## src/rtl/int_to_half.sv

```systemverilog
// Converts a 16-bit integer (unsigned or two's-complement) to IEEE754 binary16.
// Normalises one bit per cycle, then rounds to nearest-even in a single ROUND cycle.
module int_to_half #(
    parameter int SIGNED = 0
) (
    input  logic        clk,
    input  logic        reset,
    input  logic [15:0] dataIn,
    input  logic        R_I,
    output logic [15:0] dataOut,
    output logic        R_O,
    output logic        ERROR
);

    typedef enum logic [1:0] {
        IDLE,
        NORM,
        ROUND
    } state_t;

    state_t      r_state;
    state_t      w_stateNext;
    logic        r_sign;
    logic        w_signNext;
    logic [15:0] r_mag;
    logic [15:0] w_magNext;
    logic [4:0]  r_exp;
    logic [4:0]  w_expNext;
    logic        r_zeroPend;
    logic        w_zeroPendNext;
    logic [15:0] r_dataOut;
    logic [15:0] w_dataOutNext;
    logic        r_ready;
    logic        w_readyNext;
    logic        r_error;
    logic        w_errorNext;

    logic        w_inSign;
    logic [15:0] w_inMag;
    logic [9:0]  w_mant;
    logic        w_guard;
    logic        w_sticky;
    logic        w_roundUp;
    logic [10:0] w_mantSum;
    logic [4:0]  w_expRound;
    logic        w_overflow;

    assign w_inSign = (SIGNED != 0) ? dataIn[15] : 1'b0;
    assign w_inMag  = w_inSign ? (~dataIn + 16'd1) : dataIn;

    // Once normalised, mag[15] is the hidden bit and mag[4:0] are the discarded bits.
    assign w_mant     = r_mag[14:5];
    assign w_guard    = r_mag[4];
    assign w_sticky   = |r_mag[3:0];
    assign w_roundUp  = w_guard & (w_sticky | w_mant[0]);
    assign w_mantSum  = {1'b0, w_mant} + {10'd0, w_roundUp};
    assign w_expRound = r_exp + {4'd0, w_mantSum[10]};
    assign w_overflow = (w_expRound == 5'd31);

    always_comb begin
        w_stateNext    = r_state;
        w_signNext     = r_sign;
        w_magNext      = r_mag;
        w_expNext      = r_exp;
        w_zeroPendNext = 1'b0;
        w_dataOutNext  = r_dataOut;
        w_readyNext    = r_zeroPend;
        w_errorNext    = 1'b0;

        // A zero operand never enters NORM; its result is published one edge later.
        if (r_zeroPend) begin
            w_dataOutNext = 16'h0000;
        end

        case (r_state)
            IDLE: begin
                if (R_I) begin
                    if (w_inMag == 16'd0) begin
                        w_zeroPendNext = 1'b1;
                    end else begin
                        w_signNext  = w_inSign;
                        w_magNext   = w_inMag;
                        w_expNext   = 5'd30;
                        w_stateNext = NORM;
                    end
                end
            end
            NORM: begin
                if (r_mag[15]) begin
                    w_stateNext = ROUND;
                end else begin
                    w_magNext = {r_mag[14:0], 1'b0};
                    w_expNext = r_exp - 5'd1;
                end
            end
            ROUND: begin
                w_readyNext = 1'b1;
                w_errorNext = w_overflow;
                if (w_overflow) begin
                    w_dataOutNext = {r_sign, 5'b11111, 10'd0};
                end else begin
                    w_dataOutNext = {r_sign, w_expRound, w_mantSum[9:0]};
                end
                w_stateNext = IDLE;
            end
            default: begin
                w_stateNext = IDLE;
            end
        endcase
    end

    always_ff @(posedge clk) begin
        if (reset) begin
            r_state    <= IDLE;
            r_sign     <= 1'b0;
            r_mag      <= 16'd0;
            r_exp      <= 5'd0;
            r_zeroPend <= 1'b0;
            r_dataOut  <= 16'h0000;
            r_ready    <= 1'b0;
            r_error    <= 1'b0;
        end else begin
            r_state    <= w_stateNext;
            r_sign     <= w_signNext;
            r_mag      <= w_magNext;
            r_exp      <= w_expNext;
            r_zeroPend <= w_zeroPendNext;
            r_dataOut  <= w_dataOutNext;
            r_ready    <= w_readyNext;
            r_error    <= w_errorNext;
        end
    end

    assign dataOut = r_dataOut;
    assign R_O     = r_ready;
    assign ERROR   = r_error;

endmodule

```

## config.mk

```make
export PLATFORM = sky130hd
export DESIGN_NAME = int_to_half
export DESIGN_NICKNAME = d
export VERILOG_FILES = /design/src/rtl/int_to_half.sv
export SDC_FILE = /design/constraint.sdc
export NUM_CORES = 1
export LEC_CHECK = 0
export ABC_AREA = 1
export CAP_MARGIN = 20
export CORE_ASPECT_RATIO = 2
export CORE_MARGIN = 4
export CORE_UTILIZATION = 45
export CTS_CLUSTER_DIAMETER = 50
export DETAILED_ROUTE_END_ITERATION = 7
export MAX_ROUTING_LAYER = met4
export PLACE_DENSITY = 0.68
export SYNTH_ARGS = -nofsm -noshare
export SYNTH_HDL_FRONTEND = slang
export SYNTH_SLANG_ARGS = --single-unit
export TNS_END_PERCENT = 10
```

## constraint.sdc

```tcl
create_clock -name clk -period 2.4 [get_ports clk]
set_input_delay 0.36 -clock clk [delete_from_list [all_inputs] [get_ports clk]]
set_output_delay 0.36 -clock clk [all_outputs]
set_load 0.01 [all_outputs]
```

# After elaboration in Yosys (flattened, before gate mapping)
# Cells that the tools add are included.
[word_totals] reg_bits=42 inputBits=19 out_inout_bits=18
[op_classes] addsub=3 n_eq_ne=7 mux=17 bitwise_logic=5 reduce_logical=10
[ops] cell="2-to-1 mux 16 bit" count=5
[ops] cell="one-hot mux 16 bit (2 select lines)" count=1
[ops] cell="zero test 16 bit" count=1
[ops] cell="2-to-1 mux 15 bit" count=1
[ops] cell="2-to-1 mux 5 bit" count=3
[ops] cell="adder 10 x 1 -> 11 bit" count=1
[ops] cell="one-hot mux 5 bit (2 select lines)" count=1
[ops] cell="inequality test 2 bit (second input constant)" count=4
[ops] cell="2-to-1 mux 2 bit" count=3
[ops] cell="AND reduction 3 bit" count=2
[ops] cell="adder 5 x 1 -> 5 bit" count=1
[ops] cell="equality test 5 bit (second input constant)" count=1
[ops] cell="subtractor 5 x 1 -> 5 bit (second input constant)" count=1
[ops] cell="one-hot mux 2 bit (2 select lines)" count=1
[ops] cell="AND reduction 4 bit" count=1
[ops] cell="nonzero test 2 bit" count=2
[ops] cell="OR reduction 4 bit" count=1
[ops] cell="NOT 1 bit" count=3
[ops] cell="OR reduction 3 bit" count=1
[ops] cell="equality test 2 x 1 -> 1 bit (second input constant)" count=1
[ops] cell="equality test 2 bit (second input constant)" count=1
[ops] cell="zero test 2 bit" count=1
[ops] cell="2-to-1 mux 1 bit" count=2
[ops] cell="OR reduction 2 bit" count=1
[ops] cell="other kinds (2)" count=2

# Logic depth before layout (Yosys ltp)
[depth] word_depth=8 mapped_depth=17 ltp_nobuf=16

# Least setup slack after synthesis
# Ideal clock, no wire load.
[synth_timing] path_type="reg-to-reg" from="register r_mag[4]" to="register r_dataOut[8], in the netlist dataOut[8]" setup_ns=0.139 arrival_time_ns=2.065 path_slack_ns=0.196 stages_incl_launch_ff=18 path_buffers=1 synth_period_minus_slack_ns=2.204 cell_sequence="dfxtp_1 -> nand2_1 -> inv_1 -> ha_1 -> nand2_1 -> nor2_2 -> nand3_1 -> nor2_1 -> ha_1 -> ha_1 -> inv_1 -> nand2_1 -> nand2_1 -> nor2_1 -> nand3_1 -> buf_2 -> nand3b_1 -> a21oi_2"
[synth_via] elab_chain_len=6
[synth_rtl] element="start, declared" line_no="25" text="logic [15:0] r_mag;"
[synth_rtl] element="start signal, assigned" line_no="125" text="r_mag <= w_magNext;"
[synth_rtl] element="bitwise AND 1 bit (*)" line_no="55" text="assign w_roundUp = w_guard & (w_sticky | w_mant[0]);"
[synth_rtl] element="adder 10 x 1 -> 11 bit (*)" line_no="56" text="assign w_mantSum = {1'b0, w_mant} + {10'd0, w_roundUp};"
[synth_rtl] element="adder 5 x 1 -> 5 bit" line_no="57" text="assign w_expRound = r_exp + {4'd0, w_mantSum[10]};"
[synth_rtl] element="equality test 5 bit" line_no="58" text="assign w_overflow = (w_expRound == 5'd31);"
[synth_rtl] element="2-to-1 mux 15 bit (*)" line_no="99" text="if (w_overflow) begin"
[synth_rtl] element="2-to-1 mux 16 bit (*)" line_no="75" text="case (r_state)"
[synth_rtl] element="end signal, assigned" line_no="128" text="r_dataOut <= w_dataOutNext;"
[synth_rtl] element="end, declared" line_no="31" text="logic [15:0] r_dataOut;"
# Every way passes the cells marked *; elsewhere a longest branch is shown, timed or not.
# A chain may end at the register's enable or synchronous reset.

# Final worst setup path
[layout_timing] from="register r_mag[4]" to="register r_dataOut[7], in the netlist dataOut[7]"
# Same word-level chain as after synthesis.

==> impl_metrics.py <==
metrics = {
    "outcome": {
        "run_status": "finished clean",
    },
    "cts": {
        "clockBufferDepth": 2,
        "tritoncts": "built",
        "cts-buffers-inserted": 5,
        "deepest_level_of_the_cts_h_tree": 2,
        "cts_root_buffer": "clkbuf_8",
        "clk_pin_slew_worst_paths_ns": 0.08,
        "clk_latency_ns": 0.30,
        "clock_tree_sinks": 41,
    },
    "routing": {
        "drt_pre_antenna_iters": 4,
        "route.vias.total": 2341,
        "drt_iter0_markers": 80,
        "routed_wl_mm": 5.76,
        "drcViolationCount": 0,
        "drt.antenna.violating_nets": 0,
        "post_drt_via_cell_ratio": 5.20,
        "detail_route.wl_per_cell_um": 12.8,
    },
    "synth": {
        "ys_top_cells_by_count": "nand2_1 (112), dfxtp_1 (41), nor2_1 (39)",
        "yosys.cell_count.top_type": "nand2_1",
        "synth.distinct_cells": 31,
        "synth_top_area_share_pct": 34.9,
        "synth_enable_flop_cells": 0,
        "ys_ff_latch": 41,
        "ys_warn_count": 0,
        "synth_ff_type": "dfxtp_1",
        "async_reset_ff_share_pct": 0,
        "postSynthCellCount": 354,
        "synth.yosys.seq_area_share_pct": 34.9,
        "synth.cell_area_sq_mm": 0.00235,
        "synth_fp_nets": 377,
        "synth_area_leader_cell": "dfxtp_1",
        "post_synth_main_area_contributors": "dfxtp_1 (35%), nand2_1 (18%), nor2_1 (6.2%)",
        "synthesis.area_per_instance_sq_um": 6.65,
    },
    "layout": {
        "nNetsFinal": 414,
        "syn_to_final_growth_pct": 23.6,
        "drive_gt1_share_pct": 16.1,
        "antenna_cells_inserted": 0,
    },
    "setup_path": {
        "worstPathRequired_ns": 2.58,
        "crit_path_start_kind": "flip-flop",
        "crit_fanout": 6,
        "setup.worst_path.class": "reg -> reg",
        "kind_of_end_point_of_the_critical_path": "flip-flop",
        "worstPathArrival_ns": 2.45,
    },
    "timing": {
        "hold-worst-slack_ns": 0.465,
        "finalSetupViolations": 0,
        "finClkSkew_ns": 0.00950,
        "layout_worst_path_cycle_share_pct": 94.4,
        "tightest_slew_margin_relative_to_the_limit_pct": 62.9,
        "timing.final.max_slew_violations": 0,
        "worst_pin_slew_ns": 0.554,
        "fmax_ghz": 0.441,
        "hold_violations": 0,
        "timing.final.crit_period_ns": 2.27,
    },
    "power": {
        "ir_drop_mv": 0.377,
        "leakagePower_uw": 0.00124,
        "seqPwrFrac_pct": 48.1,
        "combinationalPowerShare_pct": 23.8,
        "int_pwr_uw": 1090,
        "netSwitchingFraction_pct": 33.1,
        "power_density_mw_per_mm2": 558,
        "total_switching_power_uw": 537,
        "clk_pwr_share_pct": 28.1,
        "fin_total_pwr_uw": 1620,
    },
    "floorplanning": {
        "fp-row-count": 37,
        "die_height_um": 110,
        "die-area_sq_mm": 0.00652,
        "ioPinCount": 37,
        "core_region_area_sq_mm": 0.00509,
        "initial_utilization_pct": 46.2,
        "width_of_the_die_um": 59.1,
    },
    "global_route": {
        "grt_max_degree": 28,
        "grt_first_pass_wirelength_mm": 9.61,
        "vias_in_the_first_global_route": 2164,
        "antenna_found_initial": 0,
        "grt_util_all_layers_pct": 19.4,
        "grt_overflow_total": 0,
    },
    "run": {
        "timing.max_cap.violations": 0,
    },
    "place": {
        "dp.final_hpwl_mm": 4.28,
        "io_buffer_count": 35,
        "place_congestion": 0.871,
    },
    "hold_path": {
        "min_path_type": "reg -> reg",
    },
}
## kinds of logic (layout without fill, tap and decap cells)
logic type                 Yosys count  count (layout)  synth area share (%)
AOI/OAI and AO/OA                   32              32                  8.24
xor gates and xnor gates             3               3                  1.12
adders and majority gates            4               4                  2.13
buffers and inverters               53              90                  10.9
DFF                                 41              41                  34.9
other                                1               1                 0.159
and+or+nand+nor                    220             221                  42.6
## layout by cell type, fill, tap and decap left out, types with 11 or more instances in the layout
cell type,n
nand2_1,109
dfxtp_1,39
nor2_1,38
clkdlybuf4s50_1,35
inv_1,33
a21oi_1,22
nand4_1,20
nand3_1,20
nand2_2,13
buf_4,11
## repair_timing
item | in CTS | in global routing
gates cloned | 0 | 1
gates resized for setup | 1 | 16
hold endpoints to repair | 0 | 0
buffers inserted | 0 | 1
setup endpoints to repair | 10 | 11
pin swaps | 0 | 6
hold buffers | 0 | 0
## through the flow
| stage | cells | utilization [%] | cell area [sq um] | setup TNS [ns] | setup slack [ns] |
|---|---|---|---|---|---|
| 2_1_floorplan | 354 | - | 2350 | 0 | 0.196 |
| 3_3_place_gp | 440 | 53.7 | 2730 | 0 | 0.00377 |
| 3_5_place_dp | 440 | 53.7 | 2730 | -0.612 | -0.0801 |
| 4_1_cts | 448 | 55.5 | 2830 | 0 | 0.0501 |
| 5_1_grt | 450 | 57.1 | 2910 | -0.120 | -0.0322 |
| 6_report | 450 | 57.1 | 2910 | 0 | 0.135 |
## flip-flops by register name (all words and copies together) (netlist names)
signal / cells
r_mag: 16
dataOut: 15
r_exp: 5
r_state: 2
ERROR: 1
R_O: 1
r_zeroPend: 1
## path summary, 6_finish.rpt
check                            startpoint           to  slack, ns  cells after the start
worst max-delay path               r_mag[4]   dataOut[7]       0.13                     16
worst min-delay path            dataOut[13]  dataOut[13]       0.47                      2
worst max register to register     r_mag[4]   dataOut[7]       0.13                     16
worst min register to register  dataOut[13]  dataOut[13]       0.47                      2
## critical path: stages (launching register included)
cell	delay [ns]
dfxtp_2	0.35
nand2_1	0.07
inv_1	0.07
ha_2	0.18
nand2_1	0.06
nor2_2	0.14
nand3_2	0.11
nor2_1	0.13
ha_2	0.22
ha_4	0.15
inv_1	0.05
nand2_2	0.07
nand2_2	0.07
nor2_4	0.17
nand3_4	0.13
nand3b_1	0.13
a21oi_2	0.05
## layer usage
layer | vias up | wire, um | share of wire [%] | global-route usage [%]
li1 | 1196 | - | - | -
met1 | 1071 | 2130 | 37 | 19.6
met2 | 62 | 3240 | 56 | 35.7
met3 | 12 | 234 | 4.1 | 2.68
met4 | 0 | 157 | 2.7 | 9.08
met5 | - | 0 | 0 | -
## layout make-up
| type | count | area, sq um |
|---|---|---|
| fill | 517 | 2180 |
| tap | 58 | 72.6 |
| inverter | 36 | 138 |
| clock inverter | 2 | 15.0 |
| timing repair buffer | 46 | 433 |
| multi-input combinational | 261 | 1350 |
| sequential | 41 | 823 |
| clock buffer | 6 | 72.6 |
## power by group through the flow
stage | Clock [uW] | Sequential, uW | Combinational [uW]
2_1_floorplan | 0 | 781 | 271
3_3_place_gp | 0 | 792 | 364
3_5_place_dp | 0 | 793 | 366
4_1_cts | 468 | 777 | 370
5_1_grt | 487 | 788 | 437
6_report | 456 | 781 | 386
Power figures use the tool's default switching activity.
